==> config.mk <==
export PLATFORM = sky130hd
export DESIGN_NAME = l1d_mem_responder
export DESIGN_NICKNAME = d
export VERILOG_FILES = /design/src/rtl/l1d_mem_responder.sv
export SDC_FILE = /design/constraint.sdc
export NUM_CORES = 1
export LEC_CHECK = 0
export CAP_MARGIN = 20
export CORE_AREA = 2 2 110 112
export DETAILED_ROUTE_END_ITERATION = 10
export DIE_AREA = 0 0 112 114
export GPL_ROUTABILITY_DRIVEN = 0
export HOLD_SLACK_MARGIN = 0.02
export PLACE_DENSITY = 0.72
export SLEW_MARGIN = 20
export SYNTH_ARGS = -nofsm -noshare
export SYNTH_HDL_FRONTEND = slang
export SYNTH_SLANG_ARGS = --single-unit
==> constraint.sdc <==
create_clock -name clk -period 3 [get_ports clk]
set_input_delay 0.6 -clock clk [delete_from_list [all_inputs] [get_ports clk]]
set_output_delay 0.6 -clock clk [all_outputs]
set_load 0.02 [all_outputs]
==> src/rtl/l1d_mem_responder.sv <==
// l1d_mem_responder
//   Memory-side responder for the L1 data cache request port. It takes one
//   request at a time from the cache and services it against a synchronous,
//   single-port word SRAM. The request can be a single-beat write, a single-beat
//   uncacheable read, or a four-beat wrapping line-fill read. Each read beat and
//   each write completion is reported to the cache by a one-cycle low pulse on
//   D_wait.
//
// Ports
//   clk, rst        clock (rising edge) and asynchronous active-high reset
//   D_rreq/D_wreq   read / write request, sampled only while idle
//   D_addr          byte address; word address = D_addr[MEM_AW+1:2]
//   D_write         write qualifier, must accompany D_wreq
//   D_in            write data, unshifted (low bits)
//   D_type          access size [1:0]: 00 byte, 01 half, else word
//   arlenone_i      1 = single-beat read, 0 = four-beat line fill
//   D_out           registered read beat data
//   D_wait          low for one cycle per completed beat or write
//   mem_*           SRAM chip select, output enable, active-low byte write
//                   enables, word address, write data, read data
module l1d_mem_responder #(
  parameter int MEM_AW    = 14,
  parameter int RD_LAT    = 1,
  parameter int BURST_LEN = 4
) (
  input  logic              clk,
  input  logic              rst,
  input  logic              D_rreq,
  input  logic              D_wreq,
  input  logic [31:0]       D_addr,
  input  logic              D_write,
  input  logic [31:0]       D_in,
  input  logic [2:0]        D_type,
  input  logic              arlenone_i,
  output logic [31:0]       D_out,
  output logic              D_wait,
  output logic              mem_cs,
  output logic              mem_oe,
  output logic [3:0]        mem_web,
  output logic [MEM_AW-1:0] mem_addr,
  output logic [31:0]       mem_di,
  input  logic [31:0]       mem_do
);

  localparam logic [1:0] LAST_BEAT = 2'(BURST_LEN - 1);
  localparam logic [1:0] LAT_LAST  = 2'(RD_LAT - 1);

  typedef enum logic [2:0] {IDLE, WRITE, WACK, RADDR, RLAT, RBEAT} state_t;

  state_t            state_reg, state_next;
  logic [MEM_AW-1:0] waddr_reg, waddr_next;
  logic [1:0]        boff_reg, boff_next;
  logic [31:0]       din_reg, din_next;
  logic [1:0]        type_reg, type_next;
  logic              single_reg, single_next;
  logic [1:0]        beat_reg, beat_next;
  logic [1:0]        lat_reg, lat_next;
  logic [31:0]       dout_reg, dout_next;

  // Address bits above the SRAM and the size MSB are deliberately ignored.
  logic unused_bits;
  assign unused_bits = ^{D_addr[31:MEM_AW+2], D_type[2]};

  // Word address of the current beat. A line fill wraps within the
  // four-word line, so only the two low word-address bits advance.
  logic [MEM_AW-1:0] beat_addr;
  always_comb begin
    beat_addr = waddr_reg;
    if (!single_reg) begin
      beat_addr[1:0] = waddr_reg[1:0] + beat_reg;
    end
  end

  // Per-byte-lane write enable and write data. Narrow writes replicate the
  // datum across the word so each enabled lane already holds the right byte.
  logic [3:0]  lane_we;
  logic [31:0] lane_di;
  for (genvar gi = 0; gi < 4; gi++) begin : g_lane
    localparam logic [1:0] LANE = 2'(gi);
    assign lane_we[gi] = (type_reg == 2'b00) ? (boff_reg == LANE) :
                         (type_reg == 2'b01) ? (boff_reg[1] == LANE[1]) :
                         1'b1;
    assign lane_di[gi*8 +: 8] = (type_reg == 2'b00) ? din_reg[7:0] :
                                (type_reg == 2'b01) ? din_reg[(gi%2)*8 +: 8] :
                                din_reg[gi*8 +: 8];
  end

  always_ff @(posedge clk or posedge rst) begin
    if (rst) begin
      state_reg  <= IDLE;
      waddr_reg  <= '0;
      boff_reg   <= '0;
      din_reg    <= '0;
      type_reg   <= '0;
      single_reg <= 1'b0;
      beat_reg   <= '0;
      lat_reg    <= '0;
      dout_reg   <= '0;
    end else begin
      state_reg  <= state_next;
      waddr_reg  <= waddr_next;
      boff_reg   <= boff_next;
      din_reg    <= din_next;
      type_reg   <= type_next;
      single_reg <= single_next;
      beat_reg   <= beat_next;
      lat_reg    <= lat_next;
      dout_reg   <= dout_next;
    end
  end

  always_comb begin
    state_next  = state_reg;
    waddr_next  = waddr_reg;
    boff_next   = boff_reg;
    din_next    = din_reg;
    type_next   = type_reg;
    single_next = single_reg;
    beat_next   = beat_reg;
    lat_next    = lat_reg;
    dout_next   = dout_reg;
    D_wait      = 1'b1;
    mem_cs      = 1'b0;
    mem_oe      = 1'b0;
    mem_web     = 4'hf;
    mem_addr    = '0;
    mem_di      = '0;

    case (state_reg)
      IDLE: begin
        // A write request without D_write is not a write; it is dropped.
        if ((D_wreq && D_write) || D_rreq) begin
          waddr_next  = D_addr[MEM_AW+1:2];
          boff_next   = D_addr[1:0];
          din_next    = D_in;
          type_next   = D_type[1:0];
          single_next = arlenone_i;
          beat_next   = '0;
          state_next  = (D_wreq && D_write) ? WRITE : RADDR;
        end
      end
      WRITE: begin
        mem_cs     = 1'b1;
        mem_addr   = waddr_reg;
        mem_web    = ~lane_we;
        mem_di     = lane_di;
        state_next = WACK;
      end
      WACK: begin
        D_wait     = 1'b0;
        state_next = IDLE;
      end
      RADDR: begin
        mem_cs     = 1'b1;
        mem_oe     = 1'b1;
        mem_addr   = beat_addr;
        lat_next   = '0;
        state_next = RLAT;
      end
      RLAT: begin
        // Chip select is dropped so the SRAM is not re-read while waiting.
        mem_oe   = 1'b1;
        mem_addr = beat_addr;
        if (lat_reg == LAT_LAST) begin
          dout_next  = mem_do;
          state_next = RBEAT;
        end else begin
          lat_next = lat_reg + 2'd1;
        end
      end
      RBEAT: begin
        D_wait = 1'b0;
        if (!single_reg && (beat_reg != LAST_BEAT)) begin
          beat_next  = beat_reg + 2'd1;
          state_next = RADDR;
        end else begin
          state_next = IDLE;
        end
      end
      default: state_next = IDLE;
    endcase
  end

  assign D_out = dout_reg;

endmodule

======== Word level (Yosys, flattened, before mapping) ========
Index checks and enable logic that the tools add are counted.
Widths: inputs -> output; s select.
storage, ports and cells
  word-level logic and storage cells ...... 74
  register bits after elaboration ......... 90
  input bits .............................. 105
  output and inout bits ................... 85
cells by class
  multiplexer cells ....................... 28
  bitwise gates (word level) .............. 2
  eq/ne operators ......................... 14
  add/subtract/negate cells ............... 3
  reductions and logical operators ........ 18
operators by type and width
  kind                 number
  $mux 8               5
  $mux 32              1
  $pmux 14 s2          1
  $pmux 3 s5           1
  $mux 2               6
  $ne 2x2->1 const B   5
  $mux 1               9
  $pmux 2 s2           2
  $reduce_and 2->1     4
  $eq 3x2->1 const B   2
  $eq 3x3->1 const B   2
  $logic_not 2->1      3
  $mux 3               2
  $reduce_or 2->1      3
  $add 2x1->2 const B  2
  $eq 2x1->1 const B   2
  $eq 2x2->1 const B   2
  $mux 4               1
  $not 4->4            1
  $reduce_bool 2->1    2
  $eq 3x1->1 const B   1
  $logic_not 3->1      1
  $reduce_and 3->1     1
  $add 2x2->2          1
  other kinds (4)      5

======== Logic depth before layout (Yosys ltp) ========
  word-level depth ........................ 5
  mapped depth ............................ 6
  gate-level depth less buffers ........... 5

======== Worst setup path before layout ========
OpenSTA, ideal clock, no wires.
  path type ............................... register to output
  start ................................... register state_reg[1]
  end ..................................... output mem_di[12]
  buffers on the path ..................... 3
  data arrival time ....................... 1518 ps
  path slack .............................. 882 ps
  data required time ...................... 2400 ps
  cell stages (with the launch flop) ...... 6
  path through ............................ dfrtp_1 -> buf_2 -> or3b_1 -> buf_2 -> buf_6 -> a21oi_1
on the way
  longest elaborated chain between the ends .. 2
RTL lines
  item                    RTL line  RTL
  start, declared         50        state_t state_reg, state_next;
  start signal, assigned  100       state_reg <= state_next;
  $eq 3x1->1              129       case (state_reg)
  $mux 32                 129
  end, declared           41        output logic [31:0] mem_di,
Every way passes these cells.

======== Worst setup path in the final report ========
  start ................................... register state_reg[1]
  end ..................................... output mem_addr[1]
on the way
  longest elaborated chain between the ends .. 3
  elaborated cells between the ends (all ways) .. 5
  classes of those cells .................. eq/ne: 3; mux: 1; reduce/logical: 1
RTL lines
  item                                      RTL line  RTL
  $eq 3x3->1 or $eq 3x2->1 (tied branches)  129
  $reduce_or 2->1 (no source line)          -
  $pmux 14 s2 *                             129
  end, declared                             40        output logic [MEM_AW-1:0] mem_addr,
Every way passes the cells marked *; elsewhere a longest branch is shown, timed or not.

==> results.json <==
{
  "clkSinkCount": 90,
  "track_usage_pct": 16.5,
  "nets": 624,
  "cts_made_buffers": 9,
  "hpwl_um": 7550,
  "synth_top_family_by_area": "multiplexers",
  "die_y_um": 114,
  "hold_end": "D_out[4]",
  "netlist_instances": 345,
  "final_common_cell": "clkdlybuf4s50_1",
  "cp-start-kind": "flip-flop",
  "io_pins": 190,
  "first_pass_iters": 4,
  "wl_per_cell_um": 15.6,
  "area_delta_synth_final_pct": 49.8,
  "cts_buffer_depth": 2,
  "synth_edf_count": 0,
  "fmax_ghz": 0.346,
  "synth-seq-cells": 90,
  "final_cell_mix": "172 x clkdlybuf4s50_1, 89 x dfrtp_1, 77 x mux2_2, 24 x nor2_1, 17 x mux2i_1",
  "grt_max_degree": 54,
  "core-area_mm2": 0.0117,
  "portBuffers": 172,
  "p_leak_nw": 2.69,
  "maxSlewViolCount": 0,
  "synth-xor-area-share_pct": 0.202,
  "finalSetupTns_ps": 0,
  "ys_types": 37,
  "maxCapViolations": 0,
  "r2r_start": "state_reg[1]",
  "r2r_setup_slack_ps": 1210,
  "status": "completed",
  "final_area_mm2": 0.00649,
  "synth_simple_gate_area_share_pct": 9.52,
  "cp.required_ps": 2400,
  "syn_area_mm2": 0.00434,
  "crit_arrival_ps": 2290,
  "hold_class": "flip-flop to flip-flop",
  "n_antenna_cell": 0,
  "rsz0062_at_grt": "no",
  "grt_pass1_wl_um": 16800,
  "seq_area_frac_synth_pct": 51.9,
  "peakVddDrop_uv": 558,
  "drc": 0,
  "clkTransAtPathRegs_ps": 70,
  "reg2regPathDepth": 4,
  "cts_root_buf": "clkbuf_16",
  "via_per_inst": 4.87,
  "worstHoldPathCells": 1,
  "fillers": 1032,
  "drive_gt1_share_pct": 21.3,
  "worstMarginPinSlew_ps": 677,
  "period_needed_ps": 2890,
  "pwr_density_cell_mw_per_mm2": 1130,
  "cts_setup_buffers": 0,
  "die-area_mm2": 0.0128,
  "hold_viol": 0,
  "synth-compound-area-share_pct": 5.14,
  "place_area_mm2": 0.00616,
  "dp.cells": 652,
  "antenna_found_initial": 0,
  "synthAdderAreaFrac_pct": 0.866,
  "cts_tree": "done",
  "synth_nets": 453,
  "fin_skew_ps": 9.19,
  "fp-row-count": 40,
  "die_w_um": 112,
  "overflow": 0,
  "r2r_end": "D_out[6]",
  "drt_iter0_markers": 128,
  "cp-end-kind": "primary output",
  "critPathMaxFanout": 12,
  "start_util_pct": 37.0,
  "async_flop_share_pct": 100,
  "setup.worst_path.class": "flip-flop to primary output",
  "hold_start": "D_out[4]",
  "synth_warnings": 0,
  "insertion_delay_ps": 330,
  "ant_nets": 0,
  "synth_mux_area_share_pct": 27.8,
  "setup_viol": 0,
  "slew_headroom_pct": 54.8,
  "synthFlopType": "dfrtp_1",
  "htreeDepth": 3,
  "fin_cells": 668,
  "drt_wl_total_um": 10400,
  "syn_area_per_cell_um2": 12.6,
  "first_global_vias": 3277,
  "fin_crit_sh_pct": 96.2,
  "routed-via-count": 3255
}
-- synth_stat cells (all sizes together) (3+ instances only) --
cell type  instances  area share (%)
a21oi             13             1.5
and2              10             1.4
and2b              6             1.0
buf               19             3.8
clkbuf             4            0.35
dfrtp             90              52
ha                 3            0.87
inv                5            0.43
mux2              92              24
mux2i             17             3.9
nand2             14             1.3
nor2              25             2.2
nor2b             10             1.4
nor3               4            0.72
o21ai             13             1.5
-- repair_timing --
item,4_1_cts,5_1_grt
hold buffers,0,0
setup endpoints to repair,2,7
resized for setup,2,3
-- kinds of logic after synthesis --
kind of cell | count (synthesis)
adder cells (fa/ha/maj) | 3
multiplexers | 109
buffers and inverters | 28
XOR/XNOR | 1
AO/OA/AOI/OAI | 37
flip-flops | 90
AND/OR/NAND/NOR | 77
-- how the worst max path moves through the flow --
stage | slack, ps | from | cells after the start | endpoint
3_5_place_dp | 360 | state_reg[1] | 4 | mem_addr[1]
5_1_grt | 7 | type_reg[0] | 4 | mem_di[31]
3_3_place_gp | 380 | state_reg[1] | 4 | mem_addr[9]
2_1_floorplan | 60 | rst | 1 | D_out[0]
4_1_cts | 50 | state_reg[1] | 4 | mem_addr[1]
6_report | 110 | state_reg[1] | 4 | mem_addr[1]
-- final cells by class --
class / count / area (um^2) / share of cell area (%)
flip-flops and latches: 90 / 2250 / 34.7
multi-input cells: 227 / 1900 / 29.2
repair buffers: 183 / 1820 / 28.0
clock buffers: 12 / 246 / 3.80
well taps: 147 / 184 / 2.83
clock inverters: 4 / 75.1 / 1.16
inverters: 5 / 20.0 / 0.308
-- per-layer routing --
| layer | GRT usage [%] | wire length [um] | up-vias |
|---|---|---|---|
| met5 | 0 | 0 | - |
| met4 | 5.85 | 112 | 0 |
| met3 | 3.99 | 642 | 8 |
| met2 | 26.6 | 5080 | 109 |
| met1 | 21.8 | 4610 | 1595 |
| li1 | - | - | 1543 |
-- metrics by stage --
step	setup slack [ps]	hold WS (ps)	power [mW]	utilization [%]
final	113	486	7.34	55.5
after floorplan	64.7	470	4.67	-
after detailed placement	364	474	6.17	52.6
after global routing	7.12	499	7.82	55.5
after CTS	45.7	489	7.41	55.4
after global placement	380	468	6.08	52.6
-- worst max-delay path, stage by stage (launching register included) --
cell and delay, ps:
dfrtp_2 500, or3b_4 450, o2bb2a_1 270, o22a_1 140, clkdlybuf4s50_1 600
-- report_power, final --
part           internal (mW)  leakage (nW)  switching, mW
combinational           2.08          1.47           1.79
clock                  0.753         0.149          0.451
sequential              1.83          1.07          0.446
total                   4.65          2.69           2.68
Power figures use the tool's default switching activity.
